<file path="config.mk">
export PLATFORM = sky130hd
export DESIGN_NAME = pipe_hazard_ctrl
export DESIGN_NICKNAME = d
export VERILOG_FILES = /design/src/rtl/pipe_hazard_ctrl.sv
export SDC_FILE = /design/constraint.sdc
export NUM_CORES = 1
export LEC_CHECK = 0
export CORE_MARGIN = 3
export CORE_UTILIZATION = 30
export DETAILED_ROUTE_END_ITERATION = 7
export GPL_TIMING_DRIVEN = 0
export PLACE_DENSITY = 0.68
export SYNTH_ARGS = -nofsm -noshare
export SYNTH_HDL_FRONTEND = slang
export SYNTH_SLANG_ARGS = --single-unit
export TNS_END_PERCENT = 20
</file>
<file path="constraint.sdc">
create_clock -name clk -period 3.4 [get_ports clk]
set_input_delay 0.34 -clock clk [delete_from_list [all_inputs] [get_ports clk]]
set_output_delay 0.34 -clock clk [all_outputs]
set_load 0.1 [all_outputs]
</file>
<file path="src/rtl/pipe_hazard_ctrl.sv">
// Stall/flush controller for the five-stage pipeline: load-use, MEM-stage redirects,
// multi-cycle data-memory waits with timeout, plus saturating stall/flush counters.
//
//   state | meaning
//   RUN   | normal flow, memory accesses that are ready at once cost nothing
//   MWAIT | data-memory access outstanding, pipeline held, wait_cnt counting
//   FAULT | memory timed out, pipeline frozen until rst
module pipe_hazard_ctrl #(
  parameter int PC_WIDTH       = 32,
  parameter int REG_DATA_WIDTH = 32,
  parameter int RS_WIDTH       = 5,
  parameter int MEM_TIMEOUT    = 64,
  parameter int CNT_WIDTH      = 32
) (
  input  logic                      clk,
  input  logic                      rst,
  input  logic [RS_WIDTH-1:0]       rs1_id,
  input  logic [RS_WIDTH-1:0]       rs2_id,
  input  logic [RS_WIDTH-1:0]       rd_ex,
  input  logic                      memread_ex,
  input  logic                      branch_mem,
  input  logic                      alu_branch_mem,
  input  logic                      branchjalx_mem,
  input  logic                      alu2pc_mem,
  input  logic [PC_WIDTH-1:0]       sum_mem,
  input  logic [REG_DATA_WIDTH-1:0] alu_result_mem,
  input  logic                      memread_mem,
  input  logic                      memwrite_mem,
  input  logic                      dmem_ready,
  output logic                      dmem_valid,
  output logic                      pc_stall,
  output logic                      ifid_stall,
  output logic                      idex_stall,
  output logic                      exmem_stall,
  output logic                      ifid_flush,
  output logic                      idex_flush,
  output logic                      exflush,
  output logic                      memwb_flush,
  output logic                      pc_redirect,
  output logic [PC_WIDTH-1:0]       pc_target,
  output logic                      mem_fault,
  output logic [CNT_WIDTH-1:0]      stall_cnt,
  output logic [CNT_WIDTH-1:0]      flush_cnt
);

  localparam int WCW = $clog2(MEM_TIMEOUT + 1);
  localparam logic [WCW-1:0] WAIT_LAST = WCW'(MEM_TIMEOUT - 1);

  typedef enum logic [1:0] {RUN, MWAIT, FAULT} state_t;

  state_t         state, state_nxt;
  logic [WCW-1:0] wait_cnt, wait_cnt_nxt;
  logic           mem_acc, taken, load_use, mem_wait;
  logic [PC_WIDTH-1:0] jalr_target;

  assign mem_acc  = memread_mem | memwrite_mem;
  assign taken    = (branch_mem & alu_branch_mem) | branchjalx_mem;
  assign load_use = memread_ex & (rd_ex != '0) & ((rd_ex == rs1_id) | (rd_ex == rs2_id));
  assign mem_wait = mem_acc & ~dmem_ready;

  assign jalr_target = alu_result_mem[PC_WIDTH-1:0] & ~PC_WIDTH'(1);
  assign pc_target   = rst ? '0 : (alu2pc_mem ? jalr_target : sum_mem);

  always_comb begin
    dmem_valid   = 1'b0;
    pc_stall     = 1'b0;
    ifid_stall   = 1'b0;
    idex_stall   = 1'b0;
    exmem_stall  = 1'b0;
    ifid_flush   = 1'b0;
    idex_flush   = 1'b0;
    exflush      = 1'b0;
    memwb_flush  = 1'b0;
    pc_redirect  = 1'b0;
    state_nxt    = state;
    wait_cnt_nxt = wait_cnt;

    if (!rst) begin
      if (state == FAULT) begin
        pc_stall    = 1'b1;
        ifid_stall  = 1'b1;
        idex_stall  = 1'b1;
        exmem_stall = 1'b1;
      end else begin
        dmem_valid = mem_acc;
        if (mem_wait) begin
          pc_stall    = 1'b1;
          ifid_stall  = 1'b1;
          idex_stall  = 1'b1;
          exmem_stall = 1'b1;
          memwb_flush = 1'b1;
        end else if (taken) begin
          pc_redirect = 1'b1;
          ifid_flush  = 1'b1;
          idex_flush  = 1'b1;
          exflush     = 1'b1;
        end else if (load_use) begin
          pc_stall   = 1'b1;
          ifid_stall = 1'b1;
          idex_flush = 1'b1;
        end
      end
    end

    case (state)
      RUN: begin
        if (mem_wait) begin
          state_nxt    = MWAIT;
          wait_cnt_nxt = WCW'(1);
        end
      end
      MWAIT: begin
        if (!mem_wait) begin
          state_nxt    = RUN;
          wait_cnt_nxt = '0;
        end else if (wait_cnt == WAIT_LAST) begin
          state_nxt = FAULT;
        end else begin
          wait_cnt_nxt = wait_cnt + WCW'(1);
        end
      end
      FAULT:   state_nxt = FAULT;
      default: state_nxt = RUN;
    endcase
  end

  always_ff @(posedge clk or posedge rst) begin
    if (rst) begin
      state     <= RUN;
      wait_cnt  <= '0;
      mem_fault <= 1'b0;
      stall_cnt <= '0;
      flush_cnt <= '0;
    end else begin
      state     <= state_nxt;
      wait_cnt  <= wait_cnt_nxt;
      mem_fault <= mem_fault | (state_nxt == FAULT);
      // Counters stick at all-ones rather than wrapping.
      if (pc_stall && (stall_cnt != '1))
        stall_cnt <= stall_cnt + CNT_WIDTH'(1);
      if (pc_redirect && (flush_cnt != '1))
        flush_cnt <= flush_cnt + CNT_WIDTH'(1);
    end
  end

endmodule

</file>
==> flow_metrics.py <==
metrics = {
    "worst_setup_path": {
        "critPathTopFamily": "buffers and inverters",
        "reg2reg_slack_ns": 0.78,
        "cp.buffers_inverters": 3,
        "crit_fanout": 75,
        "start_kind": "primary input",
        "r2r_start": "stall_cnt[0]",
        "cp.required_ns": 3.06,
        "worstPathCellList": "buf_2 > inv_6 > nand2_1 > nor2_1 > clkdlybuf4s50_1",
        "timing.rr.end": "stall_cnt[1]",
        "r2r_cells": 7,
        "cp.depth": 5,
        "endpoint_kind": "output port",
        "cp_slowest_cell": "clkdlybuf4s50_1",
        "cp.arrival_ns": 2.72,
        "critPathKind": "primary input to output port",
        "slowest_delay_ns": 1.17,
    },
    "clock_network": {
        "cts_tree": "done",
        "clk_latency_ns": 0.33,
        "htreeDepth": 3,
        "clkSlewWorstSetupHoldPaths_ns": 0.06,
        "cts_root_buffer": "clkbuf_16",
        "clockBufferDepth": 2,
        "post_cts_buffers": 0,
        "cts_made_buffers": 9,
        "clock-sinks": 74,
    },
    "placed_design": {
        "place_congestion": 0.8497,
        "portBuffers": 192,
        "dp_cells": 822,
        "hpwl_mm": 10.66,
    },
    "timing": {
        "finalSetupViolCount": 0,
        "tightest_slew_ns": 1.025,
        "whs_ns": 0.2068,
        "report.final.hold_viol_count": 0,
        "rsz0062_at_grt": "no",
        "final-max-slew-violation-count": 0,
        "setup_tns_ns": 0,
        "finClkSkew_ns": 0.006124,
        "fmax_mhz": 326.4,
        "finalCritPeriodShare_pct": 90.10,
        "maxSlewHeadroom_pct": 31.43,
        "min_period_ns": 3.063,
    },
    "drt": {
        "drc_errors": 0,
        "wire_per_inst_um": 16.27,
        "wl_mm": 13.60,
        "vias": 4041,
        "drtPass1Iterations": 4,
        "drtIter0Drc": 262,
        "routed_via_density": 4.834,
        "ant_nets": 0,
    },
    "synthesis": {
        "ys_ff_latch": 74,
        "synth_fp_nets": 542,
        "ys_types": 48,
        "syn_area_mm2": 0.004284,
        "yosys_warnings": 0,
        "avgSynthCellArea_um2": 9.520,
        "synth.yosys.seq_area_share_pct": 43.22,
        "syn_inst": 450,
    },
    "power_and_ir_drop": {
        "ir_drop_uv": 521.7,
        "p_per_area_mw_per_mm2": 454.0,
        "finalPower_mw": 3.058,
        "power.leakage_nw": 3.075,
    },
    "grt": {
        "grt_max_degree": 76,
        "first_global_vias": 4156,
        "antenna_found_initial": 0,
        "gr-usage-all-layers_pct": 17.21,
        "overflow": 0,
        "grt_pass1_wl_mm": 22.08,
    },
    "worst_hold_path": {
        "hold_class": "primary input to async pin",
    },
    "die": {
        "die_w_um": 125.5,
        "die_h_um": 125.5,
        "io_pins": 196,
        "initial_core_util_pct": 30.74,
        "fp-row-count": 43,
        "die-area_mm2": 0.01575,
        "coreArea_mm2": 0.01393,
    },
    "layout": {
        "n_fill_cell": 1287,
        "final_common_cell": "clkdlybuf4s50_1",
        "n_antenna_cell": 0,
        "syn2layout_area_growth_pct": 57.24,
        "layout.cells.non_filler": 836,
        "ff_latch_area_mm2": 0.001852,
        "nNetsFinal": 745,
        "post-route-util_pct": 48.34,
        "final_cell_mix": "186 x clkdlybuf4s50_1, 74 x dfrtp_1, 66 x nor2_1",
        "drive_above_1_share_pct": 6.402,
        "multiInputGateArea_mm2": 0.002317,
    },
    "status": {
        "status": "completed",
    },
    "job": {
        "drv_cap": 0,
    },
}
kinds of logic (layout without fill, tap and decap cells):
| logic type | Yosys count | count (layout) | synth area share (%) |
|---|---|---|---|
| compound gates | 27 | 27 | 4.001 |
| xor+xnor | 73 | 73 | 14.92 |
| fa+ha+maj | 3 | 3 | 0.8763 |
| buf+inv | 26 | 232 | 3.066 |
| flops | 74 | 74 | 43.22 |
| mux | 32 | 32 | 7.506 |
| simple gates | 215 | 215 | 26.40 |
stage by stage:
stage	cell area, µm²	setup WS, ns
6_report	6736	0.3367
5_1_grt	6736	0.08888
4_1_cts	6729	0.02499
3_5_place_dp	6450	-0.2187
3_3_place_gp	6450	-0.1615
2_1_floorplan	4303	0.02016
final cells by class:
cell class / instances / area share, %
multi-input combinational: 350 / 34.40
timing repair buffer: 192 / 28.60
sequential: 74 / 27.49
clock buffer: 12 / 3.956
tap: 180 / 3.343
buffer: 18 / 1.504
inverter: 8 / 0.5201
clock inverter: 2 / 0.1857
how the worst max path moves through the flow:
stage	slack, ns	to	start
2_1_floorplan	0.02	pc_target[0]	alu2pc_mem
6_report	0.34	dmem_valid	rst
5_1_grt	0.09	dmem_valid	rst
4_1_cts	0.02	ifid_flush	rst
3_3_place_gp	-0.16	ifid_flush	rst
3_5_place_dp	-0.22	ifid_flush	rst
cell usage after synthesis, drive strengths merged:
| cell type | n | area share, % |
|---|---|---|
| and2 | 3 | 0.44 |
| and4 | 8 | 1.6 |
| ha | 3 | 0.88 |
| o22ai | 2 | 0.29 |
| o31ai | 1 | 0.18 |
| nand4b | 2 | 0.41 |
| o21bai | 1 | 0.18 |
| a21o | 2 | 0.35 |
| buf | 13 | 1.9 |
| a21oi | 5 | 0.58 |
| o221ai | 1 | 0.20 |
| o21ai | 8 | 0.93 |
| dfrtp | 74 | 43 |
| a211o | 2 | 0.41 |
| nor3 | 21 | 3.1 |
| inv | 8 | 0.70 |
| nand4 | 13 | 2.0 |
| or4 | 1 | 0.18 |
| o21a | 2 | 0.35 |
| nor2 | 66 | 5.8 |
| nand3 | 32 | 4.0 |
| nand3b | 1 | 0.18 |
| clkbuf | 5 | 0.44 |
| xor2 | 42 | 8.6 |
| mux2i | 31 | 7.2 |
| nand2b | 2 | 0.29 |
| a211oi | 2 | 0.35 |
| a21boi | 1 | 0.18 |
| or2 | 3 | 0.44 |
| and3 | 14 | 2.0 |
| nor3b | 1 | 0.18 |
| mux2 | 1 | 0.26 |
| xnor2 | 31 | 6.3 |
| nand2 | 38 | 3.3 |
| or3 | 1 | 0.26 |
| nor4 | 9 | 2.1 |
registers in the layout, summed over array words and instances (netlist names):
| signal | count |
|---|---|
| flush_cnt | 32 |
| stall_cnt | 32 |
| mem_fault | 1 |
| state | 2 |
| wait_cnt | 7 |
layer usage:
layer  up-vias  GRT usage (%)  wire length, µm
met4         0          3.508               93
met1      1965          22.22             5881
li1       1962              -                -
met5         -              0                0
met2       101          29.20             6910
met3        13          4.528              714
where the power goes:
part | switching [mW] | internal (mW)
clock network | 0.344 | 0.544
logic | 0.828 | 0.319
registers | 0.0865 | 0.937
what timing repair did:
item                                    in CTS  in global routing
hold buffers                                 0                  0
endpoints found under the setup margin       5                  5
gates resized for setup                      2                  5
No activity file was read; power rests on OpenSTA's default activity.
